<file path="config.mk">
export PLATFORM = sky130hd
export DESIGN_NAME = i2c_bus_monitor
export DESIGN_NICKNAME = d
export VERILOG_FILES = /design/src/rtl/i2c_bus_monitor.sv
export SDC_FILE = /design/constraint.sdc
export NUM_CORES = 1
export LEC_CHECK = 0
export ABC_AREA = 1
export BUFFER_PORTS_ARGS = -buffer_cell sky130_fd_sc_hd__buf_2
export CORE_MARGIN = 3
export CORE_UTILIZATION = 49
export CTS_CLUSTER_DIAMETER = 200
export DETAILED_ROUTE_END_ITERATION = 16
export GPL_TIMING_DRIVEN = 0
export PLACE_DENSITY = 0.83
export SYNTH_ARGS = -nofsm -noshare
export SYNTH_HDL_FRONTEND = slang
export SYNTH_SLANG_ARGS = --single-unit
</file>
<file path="constraint.sdc">
create_clock -name clk -period 1.32 [get_ports clk]
set_input_delay 0.198 -clock clk [delete_from_list [all_inputs] [get_ports clk]]
set_output_delay 0.198 -clock clk [all_outputs]
set_load 0.05 [all_outputs]
</file>
<file path="src/rtl/i2c_bus_monitor.sv">
// I2C bus monitor: synchronizes SCL/SDA, detects START/STOP and edges, and issues byte-frame strobes.
// Optional per-line glitch filter enabled by defining I2C_GLITCH_FILTER_EN.
module i2c_bus_monitor #(
    parameter int unsigned FILTER_LEN = 3
) (
    input  logic clk,
    input  logic n_rst,
    input  logic scl_raw,
    input  logic sda_raw,
    output logic sda_in,
    output logic start_found,
    output logic stop_found,
    output logic rx_sample,
    output logic tx_shift,
    output logic byte_received,
    output logic ack_prep,
    output logic check_ack,
    output logic ack_done
);
    localparam int unsigned CNT_W = 4;

    typedef enum logic [1:0] {ST_IDLE, ST_DATA, ST_ACK} state_t;

    if (FILTER_LEN < 2 || FILTER_LEN > 15) begin : g_bad_filter_len
        $error("FILTER_LEN must be within 2..15");
    end

    logic [1:0] scl_sync_q, sda_sync_q;
    logic       scl_f, sda_f;
    logic       scl_q, sda_q;
    logic       rise_q, fall_q, start_q, stop_q;

    state_t             state_q, state_d;
    logic [CNT_W-1:0]   bit_cnt_q, bit_cnt_d;
    logic start_found_q, stop_found_q, rx_sample_q, tx_shift_q;
    logic byte_received_q, ack_prep_q, check_ack_q, ack_done_q;
    logic start_found_d, stop_found_d, rx_sample_d, tx_shift_d;
    logic byte_received_d, ack_prep_d, check_ack_d, ack_done_d;

    // Two-flop synchronizers, idle-high
    always_ff @(posedge clk or negedge n_rst) begin
        if (!n_rst) begin
            scl_sync_q <= 2'b11;
            sda_sync_q <= 2'b11;
        end else begin
            scl_sync_q <= {scl_sync_q[0], scl_raw};
            sda_sync_q <= {sda_sync_q[0], sda_raw};
        end
    end

`ifdef I2C_GLITCH_FILTER_EN
    localparam logic [CNT_W-1:0] FILT_LAST = CNT_W'(FILTER_LEN - 1);

    logic             scl_f_q, sda_f_q;
    logic [CNT_W-1:0] scl_cnt_q, sda_cnt_q;

    // Filtered level follows only after FILTER_LEN consecutive differing samples
    always_ff @(posedge clk or negedge n_rst) begin
        if (!n_rst) begin
            scl_f_q   <= 1'b1;
            sda_f_q   <= 1'b1;
            scl_cnt_q <= '0;
            sda_cnt_q <= '0;
        end else begin
            if (scl_sync_q[1] == scl_f_q) begin
                scl_cnt_q <= '0;
            end else if (scl_cnt_q == FILT_LAST) begin
                scl_f_q   <= scl_sync_q[1];
                scl_cnt_q <= '0;
            end else begin
                scl_cnt_q <= scl_cnt_q + CNT_W'(1);
            end
            if (sda_sync_q[1] == sda_f_q) begin
                sda_cnt_q <= '0;
            end else if (sda_cnt_q == FILT_LAST) begin
                sda_f_q   <= sda_sync_q[1];
                sda_cnt_q <= '0;
            end else begin
                sda_cnt_q <= sda_cnt_q + CNT_W'(1);
            end
        end
    end

    assign scl_f = scl_f_q;
    assign sda_f = sda_f_q;
`else
    assign scl_f = scl_sync_q[1];
    assign sda_f = sda_sync_q[1];
`endif

    // Previous-value registers and registered edge/condition terms
    always_ff @(posedge clk or negedge n_rst) begin
        if (!n_rst) begin
            scl_q   <= 1'b1;
            sda_q   <= 1'b1;
            rise_q  <= 1'b0;
            fall_q  <= 1'b0;
            start_q <= 1'b0;
            stop_q  <= 1'b0;
        end else begin
            scl_q   <= scl_f;
            sda_q   <= sda_f;
            rise_q  <= scl_f & ~scl_q;
            fall_q  <= ~scl_f & scl_q;
            start_q <= sda_q & ~sda_f & scl_f & scl_q;
            stop_q  <= ~sda_q & sda_f & scl_f & scl_q;
        end
    end

    always_ff @(posedge clk or negedge n_rst) begin
        if (!n_rst) begin
            state_q         <= ST_IDLE;
            bit_cnt_q       <= '0;
            start_found_q   <= 1'b0;
            stop_found_q    <= 1'b0;
            rx_sample_q     <= 1'b0;
            tx_shift_q      <= 1'b0;
            byte_received_q <= 1'b0;
            ack_prep_q      <= 1'b0;
            check_ack_q     <= 1'b0;
            ack_done_q      <= 1'b0;
        end else begin
            state_q         <= state_d;
            bit_cnt_q       <= bit_cnt_d;
            start_found_q   <= start_found_d;
            stop_found_q    <= stop_found_d;
            rx_sample_q     <= rx_sample_d;
            tx_shift_q      <= tx_shift_d;
            byte_received_q <= byte_received_d;
            ack_prep_q      <= ack_prep_d;
            check_ack_q     <= check_ack_d;
            ack_done_q      <= ack_done_d;
        end
    end

    // Frame sequencing; STOP/START override any SCL edge
    always_comb begin
        state_d         = state_q;
        bit_cnt_d       = bit_cnt_q;
        start_found_d   = 1'b0;
        stop_found_d    = 1'b0;
        rx_sample_d     = 1'b0;
        tx_shift_d      = 1'b0;
        ack_prep_d      = 1'b0;
        check_ack_d     = 1'b0;
        ack_done_d      = 1'b0;
        byte_received_d = rx_sample_q && (bit_cnt_q == CNT_W'(8));

        if (stop_q) begin
            state_d      = ST_IDLE;
            bit_cnt_d    = '0;
            stop_found_d = 1'b1;
        end else if (start_q) begin
            state_d       = ST_DATA;
            bit_cnt_d     = '0;
            start_found_d = 1'b1;
        end else begin
            case (state_q)
                ST_IDLE: ;
                ST_DATA: begin
                    if (rise_q && (bit_cnt_q < CNT_W'(8))) begin
                        rx_sample_d = 1'b1;
                        bit_cnt_d   = bit_cnt_q + CNT_W'(1);
                    end else if (fall_q) begin
                        if (bit_cnt_q == CNT_W'(8)) begin
                            ack_prep_d = 1'b1;
                            state_d    = ST_ACK;
                        end else if (bit_cnt_q != '0) begin
                            tx_shift_d = 1'b1;
                        end
                    end
                end
                ST_ACK: begin
                    if (rise_q) begin
                        check_ack_d = 1'b1;
                    end else if (fall_q) begin
                        ack_done_d = 1'b1;
                        bit_cnt_d  = '0;
                        state_d    = ST_DATA;
                    end
                end
                default: state_d = ST_IDLE;
            endcase
        end
    end

    assign sda_in        = sda_q;
    assign start_found   = start_found_q;
    assign stop_found    = stop_found_q;
    assign rx_sample     = rx_sample_q;
    assign tx_shift      = tx_shift_q;
    assign byte_received = byte_received_q;
    assign ack_prep      = ack_prep_q;
    assign check_ack     = check_ack_q;
    assign ack_done      = ack_done_q;
endmodule

</file>
==> results.sh <==
export IMPL_fill_cells=148
export IMPL_io_buffers=12
export IMPL_crit_arrival_ns=1.56
export IMPL_clkSinkCount=24
export IMPL_wl_per_cell_um=12.0
export IMPL_dp_cells=139
export IMPL_multi_input_area_um2=397
export IMPL_fin_total_pwr_mw=2.26
export IMPL_vias=712
export IMPL_drt_pass1_iterations=4
export IMPL_grt_pass1_wl_mm=2.78
export IMPL_overflow=0
export IMPL_synthesis_area_um2=1010
export IMPL_grtUsageTotal_pct=14.7
export IMPL_fp_dieH_um=51.4
export IMPL_drc=0
export IMPL_place_ws_ns=-0.0621
export IMPL_rsz0062_at_grt="true"
export IMPL_core_region_area_um2=1840
export IMPL_syn_inst=102
export IMPL_avgSynthCellArea_um2=9.90
export IMPL_nNetsFinal=133
export IMPL_skew_ns=0.00247
export IMPL_initial_core_util_pct=54.9
export IMPL_r2r_cells=9
export IMPL_drive_above_1_share_pct=33.3
export IMPL_synth_edf_count=0
export IMPL_area_growth_syn_to_layout_pct=24.8
export IMPL_vdd_drop_max_v=0.000955
export IMPL_max_cap_violations=0
export IMPL_htree_levels=1
export IMPL_final_area_um2=1260
export IMPL_failed_checks="negative setup slack"
export IMPL_ys_flop_type="dfrtp_1"
export IMPL_hold_viol=0
export IMPL_r2r_slack_ns=-0.02
export IMPL_powerDensity_nw_per_um2=1790
export IMPL_netlist_cell_type_count=18
export IMPL_antenna_cells=0
export IMPL_rows=15
export IMPL_synthArstFlopShare_pct=100
export IMPL_post_route_period_util_pct=101
export IMPL_cts_buffers_inserted=3
export IMPL_maxSlewHeadroom_pct=66.7
export IMPL_fin_crit_ns=1.34
export IMPL_p_leak_nw=0.659
export IMPL_worstSkewPairLatency_ns=0.31
export IMPL_num_io_pins=13
export IMPL_ff_latch_area_um2=608
export IMPL_antenna_found_initial=0
export IMPL_routed_wl_mm=1.77
export IMPL_max_clock_path_buffers=2
export IMPL_cts_tree="done"
export IMPL_gp_congestion=0.823
export IMPL_timing_fmax_mhz=747
export IMPL_tightest_slew_ns=0.500
export IMPL_path_class="reg2reg"
export IMPL_finalWorstSetupSlack_ns=-0.0188
export IMPL_r2r_end="bit_cnt_q[3]$_DFFE_PN0P_"
export IMPL_synth_nets=111
export IMPL_dieWidth_um=51.4
export IMPL_crit_required_ns=1.54
export IMPL_dp_hpwl_mm=1.23
export IMPL_status="complete, but fails checks"
export IMPL_reg2reg_from="state_q[1]$_DFFE_PN0P_"
export IMPL_grt_max_degree=25
export IMPL_dieArea_um2=2640
export IMPL_worstSetupEndpointType="register"
export IMPL_drtIter0Drc=3
export IMPL_grt_pass1_vias=680
export IMPL_ctsRootBufferMaster="clkbuf_4"
export IMPL_hp_class="in2async"
export IMPL_finalSetupViolations=4
export IMPL_maxSlewViolCount=0
export IMPL_synth_seq_cells=24
export IMPL_yosys_warnings=0
export IMPL_critPathLaunchType="register"
export IMPL_vias_per_cell=4.81
export IMPL_ys_seq_area_share_pct=60.2
export IMPL_stdcell_count=148
export IMPL_postRouteAntennaNets=0
export IMPL_path_max_fanout=5
export IMPL_clkTransAtPathRegs_ns=0.13
export IMPL_place_area_um2=1100
-- power breakdown --
group	switching (mW)	internal, mW	total [mW]
combinational	0.484	0.317	0.801
sequential	0.0964	0.840	0.936
clock	0.216	0.307	0.523
total	0.797	1.46	2.26
-- registers in the layout, summed over array words and instances, names as in the netlist, 2 cells and up --
signal      cells
bit_cnt_q       4
sda_sync_q      2
state_q         2
scl_sync_q      2
-- logic make-up (layout without fill, tap and decap cells) --
kind of cell	Yosys count	after routing	synth area share, %
flip-flops	24	24	60.2
AO/OA/AOI/OAI	1	1	0.495
adder cells (fa/ha/maj)	5	5	6.20
AND/OR/NAND/NOR	54	54	25.4
buffers and inverters	16	37	5.95
XOR/XNOR	2	2	1.74
-- critical path, stage by stage (launching register included) --
cell and delay, ns:
dfrtp_1 0.41, inv_2 0.10, ha_4 0.14, nand2_1 0.07
nor2_2 0.14, nand2_2 0.13, nand3_4 0.13, inv_2 0.03
nand2_1 0.04, nand2_1 0.05
-- layout by cell type (no fill, tap or decap) --
master          n
nand2_1        24
dfrtp_1        18
inv_1          12
nor2_1         12
buf_2          11
dfstp_2         6
inv_2           4
nand4_1         3
clkbuf_4        3
dlygate4sd3_1   3
nor2_2          2
nand2_2         2
nand3_1         2
xor2_1          2
nand3_4         2
ha_1            2
ha_4            2
buf_4           2
nor3_1          1
and3_1          1
nor3b_1         1
or2_4           1
nand2_4         1
nor2_4          1
nand3_2         1
a21oi_1         1
ha_2            1
bufinv_16       1
buf_6           1
-- synthesized netlist by cell type (2+ instances only) --
master	n	area, um2
nand2_2	2	12.5
dfrtp_1	18	450
nor2_2	3	18.8
ha_1	5	62.6
nand4_1	3	18.8
nand3_2	3	30.0
nand3_1	2	10.0
nand2_1	25	93.8
inv_1	14	52.6
inv_2	2	7.51
nor2_1	12	45.0
xor2_1	2	17.5
dfstp_2	6	158
-- layout make-up --
class                           instances  area share [%]
Timing Repair Buffer                   17            8.84
Clock inverter                          1            2.38
Tap cell                               25            2.48
Clock buffer                            3            1.79
Multi-Input combinational cell         62            31.5
Sequential cell                        24            48.3
Inverter                               16            4.77
-- stage by stage --
stage                     TNS, ns  hold slack, ns  utilization [%]
after global placement    -0.0221           0.187             59.9
after CTS                 -0.0112           0.368             65.4
after detailed placement   -0.141           0.195             59.9
after global routing       -0.503           0.374             68.5
after floorplan                 0         -0.0976                -
final                     -0.0294           0.365             68.5
-- per-layer routing --
layer	track usage (%)	routed length [um]
met1	15.5	697
met2	25.4	967
met3	3.50	55
met4	10.5	47
met5	0	0
-- repair_timing --
item                                   CTS  global route
setup buffers                            2             0
pin swaps                                1             0
hold buffers                             3             0
resized for setup                        3            10
endpoints found under the hold margin   20             0
setup endpoints to repair                5             7
-- worst max path at each step --
stage,endpoint,start,depth (start not counted),slack (ns)
after floorplan,bit_cnt_q[3]$_DFFE_PN0P_,state_q[0]$_DFFE_PN0P_,7,0.07
after global placement,bit_cnt_q[3]$_DFFE_PN0P_,state_q[1]$_DFFE_PN0P_,9,-0.02
after detailed placement,bit_cnt_q[3]$_DFFE_PN0P_,state_q[1]$_DFFE_PN0P_,9,-0.06
after CTS,bit_cnt_q[3]$_DFFE_PN0P_,state_q[1]$_DFFE_PN0P_,9,-0.01
after global routing,state_q[1]$_DFFE_PN0P_,bit_cnt_q[0]$_DFFE_PN0P_,7,-0.1
final,bit_cnt_q[3]$_DFFE_PN0P_,state_q[1]$_DFFE_PN0P_,9,-0.02
(Power assumes the default switching activity.)
